File: config.mk
export PLATFORM = sky130hd
export DESIGN_NAME = calculate_voltage
export DESIGN_NICKNAME = d
export VERILOG_FILES = /design/src/rtl/calculate_voltage_pkg.sv /design/src/rtl/calculate_voltage_rd_wait_counter.sv /design/src/rtl/calculate_voltage.sv
export SDC_FILE = /design/constraint.sdc
export NUM_CORES = 1
export LEC_CHECK = 0
export CORE_MARGIN = 2
export CORE_UTILIZATION = 45
export CTS_CLUSTER_SIZE = 10
export DETAILED_ROUTE_END_ITERATION = 10
export DONT_BUFFER_PORTS = 1
export SETUP_SLACK_MARGIN = 0.4
export SYNTH_ARGS = -nofsm -noshare
export SYNTH_HDL_FRONTEND = slang
export SYNTH_SLANG_ARGS = --single-unit
File: constraint.sdc
create_clock -name clk -period 1.4 [get_ports clk]
set_input_delay 0.28 -clock clk [delete_from_list [all_inputs] [get_ports clk]]
set_output_delay 0.28 -clock clk [all_outputs]
set_load 0.02 [all_outputs]
File: src/rtl/calculate_voltage_pkg.sv
// Shared constants and types for the node-voltage copy stage of the circuit solver.
package calculate_voltage_pkg;

  localparam int VALID_BIT  = 63;
  localparam int REF_BIT    = 62;
  localparam int VAR_HI     = 61;
  localparam int VAR_LO     = 56;
  localparam int MATRIX_DIM = 64;
  localparam int MAX_NODES  = 32;

  localparam logic [31:0] FLOAT_ZERO = 32'h0000_0000;

  typedef enum logic [2:0] {
    IDLE,
    HEAD_ADDR,
    HEAD_WAIT,
    MAT_ADDR,
    MAT_WAIT,
    WRITE,
    DONE
  } state_t;

endpackage

File: src/rtl/calculate_voltage_rd_wait_counter.sv
// Down-counter that times a RAM read: load on the address cycle, expired on the
// wait cycle in which q is valid.
module rd_wait_counter #(
  parameter int unsigned RD_LAT = 2
) (
  input  logic clk,
  input  logic reset,
  input  logic load,
  input  logic en,
  output logic expired
);

  localparam int CW = (RD_LAT > 1) ? $clog2(RD_LAT) : 1;

  logic [CW-1:0] cnt;

  // NOTE: state registers use non-blocking assignments so every flop samples
  // pre-edge values; blocking here would create order-dependent simulation.
  always_ff @(posedge clk) begin
    if (reset) begin
      cnt <= '0;
    end else if (load) begin
      cnt <= CW'(RD_LAT - 1);
    end else if (en && (cnt != '0)) begin
      cnt <= cnt - CW'(1);
    end
  end

  assign expired = en && (cnt == '0);

endmodule

File: src/rtl/calculate_voltage.sv
// Walks the node list and copies each node's solution value from the solved
// matrix into the nodeVoltage RAM; reference and invalid nodes get +0.0.
module calculate_voltage
  import calculate_voltage_pkg::*;
#(
  parameter int unsigned RD_LAT  = 2,
  parameter int unsigned RHS_COL = 63
) (
  input  logic        clk,
  input  logic        reset,
  input  logic        run_calculateVoltage,
  input  logic [5:0]  num_nodes,
  input  logic [63:0] nodeHeads_q,
  input  logic [31:0] matrix_q_a,
  output logic [4:0]  stage8_nodeHeads_addr,
  output logic        stage8_nodeHeads_wren,
  output logic [11:0] stage8_matrix_addr_a,
  output logic        stage8_matrix_wren_a,
  output logic [4:0]  stage8_nodeVoltage_addr,
  output logic [31:0] stage8_nodeVoltage_data,
  output logic        stage8_nodeVoltage_wren,
  output logic        done_calculateVoltage
);

  state_t      state, state_nx;
  logic [5:0]  idx, idx_nx;
  logic [5:0]  n_nodes, n_nx;
  logic [5:0]  num_clamped;
  logic [11:0] maddr_nx;
  logic [31:0] data_nx;
  logic        wren_nx, done_nx;
  logic        wait_expired;
  logic        unused_head_bits;

  assign stage8_nodeHeads_wren = 1'b0;
  assign stage8_matrix_wren_a  = 1'b0;
  assign unused_head_bits      = ^nodeHeads_q[VAR_LO-1:0];

  assign num_clamped = (num_nodes > 6'(MAX_NODES)) ? 6'(MAX_NODES) : num_nodes;

  rd_wait_counter #(.RD_LAT(RD_LAT)) u_rd_wait (
    .clk     (clk),
    .reset   (reset),
    .load    ((state == HEAD_ADDR) || (state == MAT_ADDR)),
    .en      ((state == HEAD_WAIT) || (state == MAT_WAIT)),
    .expired (wait_expired)
  );

  // Next-state logic also computes the next value of every output so that the
  // outputs can be registered without adding a cycle of latency.
  // NOTE: every variable gets a default before the case; a missed branch would
  // otherwise infer a latch.
  always_comb begin
    state_nx = state;
    idx_nx   = idx;
    n_nx     = n_nodes;
    maddr_nx = stage8_matrix_addr_a;
    data_nx  = stage8_nodeVoltage_data;

    unique case (state)
      IDLE: begin
        if (run_calculateVoltage) begin
          idx_nx   = '0;
          n_nx     = num_clamped;
          state_nx = (num_clamped == '0) ? DONE : HEAD_ADDR;
        end
      end
      HEAD_ADDR: state_nx = HEAD_WAIT;
      HEAD_WAIT: begin
        if (wait_expired) begin
          if (!nodeHeads_q[VALID_BIT] || nodeHeads_q[REF_BIT]) begin
            data_nx  = FLOAT_ZERO;
            state_nx = WRITE;
          end else begin
            maddr_nx = {nodeHeads_q[VAR_HI:VAR_LO], 6'(RHS_COL)};
            state_nx = MAT_ADDR;
          end
        end
      end
      MAT_ADDR: state_nx = MAT_WAIT;
      MAT_WAIT: begin
        if (wait_expired) begin
          data_nx  = matrix_q_a;
          state_nx = WRITE;
        end
      end
      WRITE: begin
        idx_nx   = idx + 6'd1;
        state_nx = (idx_nx == n_nodes) ? DONE : HEAD_ADDR;
      end
      DONE: begin
        if (!run_calculateVoltage) state_nx = IDLE;
      end
      default: state_nx = IDLE;
    endcase

    // Losing run abandons the pass; already-written nodes stay written.
    if (!run_calculateVoltage && (state != IDLE)) state_nx = IDLE;

    wren_nx = (state_nx == WRITE);
    done_nx = (state_nx == DONE);
  end

  always_ff @(posedge clk) begin
    if (reset) begin
      state                   <= IDLE;
      idx                     <= '0;
      n_nodes                 <= '0;
      stage8_nodeHeads_addr   <= '0;
      stage8_matrix_addr_a    <= '0;
      stage8_nodeVoltage_addr <= '0;
      stage8_nodeVoltage_data <= FLOAT_ZERO;
      stage8_nodeVoltage_wren <= 1'b0;
      done_calculateVoltage   <= 1'b0;
    end else begin
      state                   <= state_nx;
      idx                     <= idx_nx;
      n_nodes                 <= n_nx;
      stage8_nodeHeads_addr   <= idx_nx[4:0];
      stage8_matrix_addr_a    <= maddr_nx;
      stage8_nodeVoltage_addr <= idx_nx[4:0];
      stage8_nodeVoltage_data <= data_nx;
      stage8_nodeVoltage_wren <= wren_nx;
      done_calculateVoltage   <= done_nx;
    end
  end

endmodule

=== After elaboration in Yosys (flattened, before gate mapping) ===
Cells that the tools add are included.

* Memory bits (writable): 0
* Memories kept: 0
* Memory bits (read-only): 0
* Register bits after elaboration: 62
* Latch bits: 0
* Output and inout port bits: 58
* Logic and storage cells: 63

* $add $sub $neg: 2
* Eq/ne operators: 13
* Div/mod/pow operators: 0
* Multiply operators: 0
* Bitwise logic cells: 2
* Shift operators: 0
* Mux-type cells: 18
* Reductions and logical operators: 18
* Order comparisons: 1

{| class="wikitable"
|+ Operators by type and width
! cell !! number
|-
| two-way mux 32 bit || 3
|-
| case mux 32 bit (2 select lines) || 1
|-
| two-way mux 3 bit || 8
|-
| case mux 3 bit (7 select lines) || 1
|-
| == test 3 bit (second input constant) || 5
|-
| two-way mux 6 bit || 2
|-
| case mux 6 bit (2 select lines) || 1
|-
| adder 6 x 1 -> 6 bit (second input constant) || 1
|-
| == test 3 x 2 -> 1 bit (second input constant) || 2
|-
| == test 6 bit || 1
|-
| greater-than comparator 6 bit (second input constant) || 1
|-
| zero test 6 bit || 1
|-
| inequality test 2 x 1 -> 1 bit (second input constant) || 3
|-
| nonzero test 2 bit || 3
|-
| AND reduction 2 bit || 2
|-
| AND reduction 4 bit || 1
|-
| == test 3 x 1 -> 1 bit (second input constant) || 1
|-
| logical AND 1 bit || 3
|-
| zero test 3 bit || 1
|-
| logical OR 1 bit || 3
|-
| AND reduction 3 bit || 1
|-
| nonzero test 3 bit || 1
|-
| zero test 1 bit || 2
|-
| two-way mux 1 bit || 2
|-
| other kinds (3) || 4
|}

=== Depth between registers and ports, before layout ===
Gate-level depths: netlist (run 1).

* Word-level depth: 8
* Gate-level depth with buffers: 8
* Depth with buffers taken out: 6

=== Modules after synthesis ===
Synthesis (run 1) repeated with hierarchy kept, for this count alone.

* Cell total of the unflattened synthesis: 285
* Area total of the unflattened synthesis: 2,529.9 um^2

{| class="wikitable"
|+ By module, submodules not included
! module !! cells each !! instances !! area each (um^2)
|-
| calculate_voltage || 280 || 1 || 2,484.9
|-
| rd_wait_counter || 5 || 1 || 45.0
|}

=== Least setup slack after synthesis (run 1) ===
No wires, ideal clock.

* Kind: flip-flop to flip-flop
* Start point: register idx[0]
* End point: register state[1]
* Required time: 1.272 ns
* Library setup time: 0.128 ns
* Stages on the path, launching flop included: 7
* Setup slack: -0.135 ns
* Arrival time: 1.407 ns
* Path through: dfxtp_1 > ha_1 > xor2_1 > o2111ai_1 > o21a_1 > a41oi_1 > a21oi_1

* Cells in the longest elaborated chain, start to end: 5

{| class="wikitable"
|+ RTL lines
! element !! RTL line !! text
|-
| start: declaration || calculate_voltage.sv:26 || <nowiki>logic [5:0] idx, idx_nx;</nowiki>
|-
| start signal: assignment || calculate_voltage.sv:117 || <nowiki>idx <= idx_nx;</nowiki>
|-
| adder 6 x 1 -> 6 bit || calculate_voltage.sv:88 || <nowiki>idx_nx = idx + 6'd1;</nowiki>
|-
| == test 6 bit || calculate_voltage.sv:89 || <nowiki>state_nx = (idx_nx == n_nodes) ? DONE : HEAD_ADDR;</nowiki>
|-
| two-way mux 3 bit || calculate_voltage.sv:89 ||
|-
| case mux 3 bit (7 select lines) || calculate_voltage.sv:60 || <nowiki>unique case (state)</nowiki>
|-
| two-way mux 3 bit || calculate_voltage.sv:98 || <nowiki>if (!run_calculateVoltage && (state != IDLE)) state_nx = IDLE;</nowiki>
|-
| end signal: assignment || calculate_voltage.sv:116 || <nowiki>state <= state_nx;</nowiki>
|-
| end: declaration || calculate_voltage.sv:25 || <nowiki>state_t state, state_nx;</nowiki>
|}

No other way between the ends.
A chain may end at the register's enable or synchronous reset.

=== Final worst setup path (run 1) ===
* Start point: register idx[0]
* End point: register state[2]

Same word-level chain as after synthesis.

==> flow_summary.json, run 1 <==
{
  "synth.yosys.seq_area_share": 0.4292,
  "cp_max_fo": 5,
  "grt_util_all_layers": 0.2061,
  "crit_required_ns": 1.66,
  "final_hold_viol_count": 3,
  "ant_nets": 0,
  "layout-area-overhead-vs-synth_pct": 58.26,
  "netlist_instances": 314,
  "initial_core_util": 0.4741,
  "routabilityCongestion": 0.7409,
  "crit_chain": "ha_4 > xor2_1 > o2111ai_1 > o21a_1 > a41oi_2 > a21oi_1",
  "min_path_type": "in -> reg",
  "via_per_inst": 5.776,
  "ios": 163,
  "dr.pass1.iters": 6,
  "tritoncts": "done",
  "dp_hpwl_um": 4201,
  "powerDensity_nw_per_um2": 1130,
  "synth_compound_area_frac": 0.1393,
  "cp-end-kind": "flip-flop",
  "fp.dieH_um": 80.87,
  "cp-start-kind": "flip-flop",
  "ys_warn_count": 0,
  "synth-simple-area-share": 0.2852,
  "layout_common_cells": "nor2_1, dfxtp_4, a21oi_2, nor4b_4, buf_4",
  "grt_pass1_wl_um": 10330,
  "finalCriticalPeriod_ns": 1.484,
  "finalSetupViolations": 4,
  "cts_buffer_depth": 2,
  "max_slew_margin": 0.5972,
  "globalRouteOverflowTotal": 0,
  "root_buffer": "clkbuf_8",
  "pre_cts_ws_ns": -0.09135,
  "routedWlPerCell_um": 19.60,
  "drv_slew": 0,
  "synth_top_family_by_area": "simple AND/OR/NAND/NOR gates",
  "fin_ws_ns": -0.08429,
  "drt-initial-drc-count": 85,
  "insertedDiodeCount": 0,
  "fin_crit_sh": 1.060,
  "grt_max_degree": 54,
  "async_flop_share": 0,
  "final_common_cell": "nor2_1",
  "synth.area.mux_share": 0.02259,
  "cts_sinks": 57,
  "crit_type": "reg -> reg",
  "synth_seq_cells": 57,
  "crit_slowest_cell": "dfxtp_4",
  "vias": 2368,
  "arrival_ns": 1.74,
  "row_count": 27,
  "peakVddDrop_mv": 0.7907,
  "status": "complete, but fails checks",
  "power.total_mw": 4.753,
  "finalSetupTns_ns": -0.1844,
  "cts_max_level": 3,
  "grt_pass1_vias": 2206,
  "finClkSkew_ns": 0.005538,
  "drive_gt1_frac": 0.6124,
  "cap_violations": 0,
  "fill_cells": 401,
  "antenna_found_initial": 0,
  "dieWidth_um": 80.87,
  "synthAdderAreaFrac": 0.004706,
  "violations": "negative hold slack, negative setup slack",
  "yosysUniqueCellTypes": 41,
  "cts_buffers": 9,
  "fin_hold_ws_ns": -0.008855,
  "worst_slew_pin_slew_ns": 0.6042,
  "insertion_delay_ns": 0.34,
  "ff2ff_setup_slack_ns": -0.08,
  "rsz0062_at_grt": "true",
  "cpPeakStageDelay_ns": 0.36,
  "drc": 0,
  "fin_util": 0.7503,
  "cp_num_buf_inv": 0,
  "avgSynthCellArea_um2": 8.468,
  "power_leakage_nw": 1.528,
  "dieArea_um2": 6539,
  "nets": 440,
  "synth-main-ff-cell": "dfxtp_1",
  "clk_pin_slew_ns": 0.07,
  "max_freq_mhz": 673.7,
  "core_um2": 5608,
  "port-buffer-count": 0,
  "synth-xor-area-share": 0.02635,
  "path_delay_family": "compound AO/OA/AOI/OAI gates",
  "synth_area_um2": 2659,
  "wirelength_um": 8037,
  "synth_edf_count": 0
}
==> flip-flops by register name, indices dropped and copies added, names as in the netlist <==
register	cells
stage8_nodeVoltage_data	32
stage8_matrix_addr_a	7
done_calculateVoltage	1
u_rd_wait.cnt	1
state	3
stage8_nodeVoltage_wren	1
idx	6
n_nodes	6
==> cell families after synthesis <==
logic type,count (synthesis)
xor gates and xnor gates,8
DFF,57
and+or+nand+nor,129
muxes,6
buffers and inverters,44
adders and majority gates,1
other,1
AOI/OAI and AO/OA,68
==> synthesized netlist by cell type, types with 2 or more instances <==
cell type | instances | area share
dfxtp_1 | 57 | 0.43
nor2_1 | 55 | 0.078
a21oi_1 | 49 | 0.092
nor4b_1 | 32 | 0.11
buf_4 | 17 | 0.048
clkbuf_1 | 14 | 0.020
nand2_1 | 11 | 0.016
o21ai_0 | 9 | 0.017
nand3b_1 | 8 | 0.023
mux2i_1 | 6 | 0.023
xnor2_1 | 6 | 0.020
buf_2 | 5 | 0.0094
inv_1 | 4 | 0.0056
nand3_1 | 4 | 0.0075
and2_1 | 3 | 0.0071
buf_1 | 3 | 0.0042
or3_1 | 3 | 0.0071
and3_1 | 2 | 0.0047
nand2b_1 | 2 | 0.0047
nor3_2 | 2 | 0.0075
xor2_1 | 2 | 0.0066
==> metal layers <==
layer / global-route usage / share of wire / up-vias
met5: 0 / 0 / -
met4: 0.08136 / 0.014 / 0
met3: 0.07444 / 0.060 / 9
met2: 0.3298 / 0.52 / 66
met1: 0.2524 / 0.41 / 1166
li1: - / - / 1127
==> per-stage QoR <==
stage          std cells  area (um^2)
6_report             410         4208
4_1_cts              395         3217
2_1_floorplan        315         2750
3_3_place_gp         378         2825
3_5_place_dp         378         2825
5_1_grt              410         4208
==> repair_timing <==
| action | in CTS | in global routing |
|---|---|---|
| hold endpoints to repair | 46 | 41 |
| gates resized for setup | 104 | 154 |
| gates cloned | 0 | 4 |
| pin swaps | 5 | 48 |
| endpoints found under the setup margin | 113 | 113 |
| buffers inserted | 2 | 11 |
==> power by group <==
part,internal [mW],leakage (nW),switching [mW]
sequential,1.68,0.500,0.174
clock,0.668,0.0887,0.641
combinational,0.696,0.939,0.898
total,3.04,1.53,1.71
==> final cells by class <==
cell class / count / area (um^2) / area share
multi-input cells: 214 / 2024 / 0.4811
well taps: 72 / 90.09 / 0.02141
clock buffers: 11 / 141.4 / 0.03360
flip-flops and latches: 57 / 1321 / 0.3140
repair buffers: 48 / 595.6 / 0.1415
clock inverters: 4 / 20.02 / 0.004758
inverters: 4 / 15.01 / 0.003568
==> path summary, 6_finish.rpt <==
path         cells past startpoint               startpoint                       to
max                              6                   idx[0]                 state[2]
min                              1                    reset                   idx[3]
max reg2reg                      6                   idx[0]                 state[2]
min reg2reg                      2  stage8_matrix_addr_a[5]  stage8_matrix_addr_a[5]
(Power assumes the default switching activity.)
==> run 2, diff against run 1 <==
--- a/config.mk
+++ b/config.mk
@@ -5,6 +5,7 @@
 export SDC_FILE = /design/constraint.sdc
 export NUM_CORES = 1
 export LEC_CHECK = 0
+export ABC_AREA = 1
 export CORE_MARGIN = 2
 export CORE_UTILIZATION = 45
 export CTS_CLUSTER_SIZE = 10
==> run 2 against run 1 <==
Against the previous run: the run still ends with negative hold slack, negative setup slack left; area after synthesis is 1.4% lower; count of clock-buffer cells in the layout grew 1; largest cell class unchanged; critical path depth rose by 5; non-clock buffer count up 3; clock skew is essentially flat; core utilization shrank 1.5 points; die area fell by 1.3%; largest power group is now combinational cells; sequential power is 7% lower.
==> flow_summary.json, run 2 <==
{
  "cts_sinks": 57,
  "ff2ff_setup_slack_ns": -0.16,
  "yosys-top-cells-area": "dfxtp_1, nand2_1, nand3_1, a21oi_1, buf_4",
  "max_freq_mhz": 641.8,
  "fill_cells": 415,
  "drv_slew": 0,
  "layout-area-overhead-vs-synth_pct": 56.37,
  "insertedDiodeCount": 0,
  "dieWidth_um": 80.32,
  "layout_common_cells": "nand2_1, dfxtp_4, a21oi_2, nand3_2, buf_4",
  "synth_edf_count": 0,
  "grt_util_all_layers": 0.2295,
  "yosys.cell_count.top_type": "nand2_1",
  "synth_area_um2": 2621,
  "final_hold_viol_count": 7,
  "antenna_found_initial": 0,
  "rsz0062_at_grt": "true",
  "via_per_inst": 5.426,
  "tritoncts": "done",
  "fin_crit_sh": 1.113,
  "vias": 2507,
  "finClkSkew_ns": 0.005117,
  "violations": "negative hold slack, negative setup slack",
  "globalRouteOverflowTotal": 0,
  "initial_core_util": 0.4703,
  "grt_max_degree": 55,
  "synthTopCellsByCount": "nand2_1, dfxtp_1, nand3_1, a21oi_1, inv_1",
  "ys_warn_count": 0,
  "cp_max_fo": 5,
  "top_register": "stage8_nodeVoltage_data",
  "largest_reg_flops": 32,
  "synth-main-ff-cell": "dfxtp_1",
  "fp.dieH_um": 80.32,
  "core_um2": 5574,
  "avgSynthCellArea_um2": 7.342,
  "drive_gt1_frac": 0.6231,
  "synth.yosys.seq_area_share": 0.4353,
  "hold_path_end": "stage8_matrix_addr_a[9]",
  "status": "complete, but fails checks",
  "cts_max_level": 3,
  "routedWlPerCell_um": 16.16,
  "async_flop_share": 0,
  "root_buffer": "clkbuf_8",
  "grt_pass1_wl_um": 11160,
  "top_regs": "stage8_nodeVoltage_data x32, stage8_matrix_addr_a x7",
  "synth_seq_cells": 57,
  "r2r_start": "idx[0]",
  "hold_start": "reset",
  "dieArea_um2": 6451,
  "cts_buffers": 9,
  "powerDensity_nw_per_um2": 1204,
  "cap_violations": 0,
  "crit_path_start": "idx[0]",
  "peakVddDrop_mv": 0.8471,
  "crit_slowest_cell": "dfxtp_4",
  "dr.pass1.iters": 4,
  "finalSetupViolations": 43,
  "rr_worst_depth": 11,
  "dp_hpwl_um": 4081,
  "row_count": 27,
  "clk_pin_slew_ns": 0.06,
  "wirelength_um": 7466,
  "cts_buffer_depth": 2,
  "drt-initial-drc-count": 136,
  "drc": 0,
  "finalSetupTns_ns": -3.234,
  "fin_ws_ns": -0.1581,
  "fin_hold_ws_ns": -0.009234,
  "crit_required_ns": 1.67,
  "grt_pass1_vias": 2401,
  "ios": 163,
  "arrival_ns": 1.83,
  "power_leakage_nw": 1.393,
  "netlist_instances": 357,
  "cp-start-kind": "flip-flop",
  "r2r-end": "stage8_nodeVoltage_wren",
  "min_path_type": "in -> reg",
  "ant_nets": 0,
  "nets": 491,
  "yosysUniqueCellTypes": 29,
  "insertion_delay_ns": 0.34,
  "synth_top_area_share": 0.4353,
  "routabilityCongestion": 0.7415,
  "cpPeakStageDelay_ns": 0.36,
  "finalCriticalPeriod_ns": 1.558,
  "cp-end-kind": "flip-flop",
  "crit_chain": "ha_4 > inv_2 > nand2_2 > nand2_1 > nor2_1 > nand3_1 > nor2_2 > nand3_2 > nand3_2 > nand2_2 > nor2_1",
  "final_common_cell": "nand2_1",
  "hold-path-cell-count": 1,
  "synth_top_cell_by_area": "dfxtp_1",
  "crit_type": "reg -> reg",
  "port-buffer-count": 0
}
==> run 2: worst max-delay path, delay by kind of cell (launching register included) <==
kind / cells / cell delay (ns)
adder cells (fa/ha/maj): 1 / 0.28
buffers and inverters: 1 / 0.03
flip-flops: 1 / 0.36
AND/OR/NAND/NOR: 9 / 0.80
==> run 2: what timing repair did <==
item	4_1_cts	5_1_grt
gates cloned	5	0
buffers inserted	11	1
endpoints found under the setup margin	112	113
gates resized for setup	176	71
endpoints found under the hold margin	44	50
pin swaps	35	29
==> run 2: how the worst max path moves through the flow <==
stage	slack (ns)	endpoint
floorplan	0.03	stage8_nodeVoltage_wren
global placement	-0.12	done_calculateVoltage
detailed placement	-0.16	done_calculateVoltage
CTS	-0.17	done_calculateVoltage
global route	-0.26	done_calculateVoltage
finish	-0.16	stage8_nodeVoltage_wren
==> run 2: stage by stage <==
stage            util  area, um^2  power [mW]  cells  setup slack [ns]
3_3_place_gp   0.5140        2865       2.788    429           -0.1222
5_1_grt        0.7354        4099       5.174    462           -0.2574
4_1_cts        0.6772        3775       4.775    461           -0.1703
3_5_place_dp   0.5140        2865       2.804    429           -0.1585
2_1_floorplan       -        2750       2.610    358           0.02856
6_report       0.7354        4099       4.936    462           -0.1581
==> run 2: cell type report <==
class	instances	area, um^2	share of cell area
multi-input combinational	237	1769	0.4316
clock buffer	12	166.4	0.04060
sequential	57	1309	0.3193
timing repair buffer	51	621.8	0.1517
inverter	29	118.9	0.02900
clock inverter	4	23.77	0.005800
tap	72	90.09	0.02198
==> run 2: per-layer routing <==
layer,part of all wire,up-vias,GRT usage
met5,0,-,0
met3,0.072,18,0.08090
met1,0.40,1177,0.2565
met4,0.022,0,0.1136
li1,-,1221,-
met2,0.51,91,0.3858
==> run 2: power by group <==
| part | leakage [nW] | internal (mW) | switching (mW) |
|---|---|---|---|
| combinational | 0.798 | 0.797 | 0.955 |
| clock | 0.0978 | 0.793 | 0.667 |
| sequential | 0.498 | 1.63 | 0.0942 |
| total | 1.39 | 3.22 | 1.72 |
==> run 2: cell families (layout without fill, tap and decap cells) <==
family	after synthesis	in the layout	synth area share
simple gates	175	175	0.3084
buf+inv	64	96	0.1274
compound gates	59	59	0.1227
flops	57	57	0.4353
fa+ha+maj	1	1	0.004773
other cells	1	2	0.001431
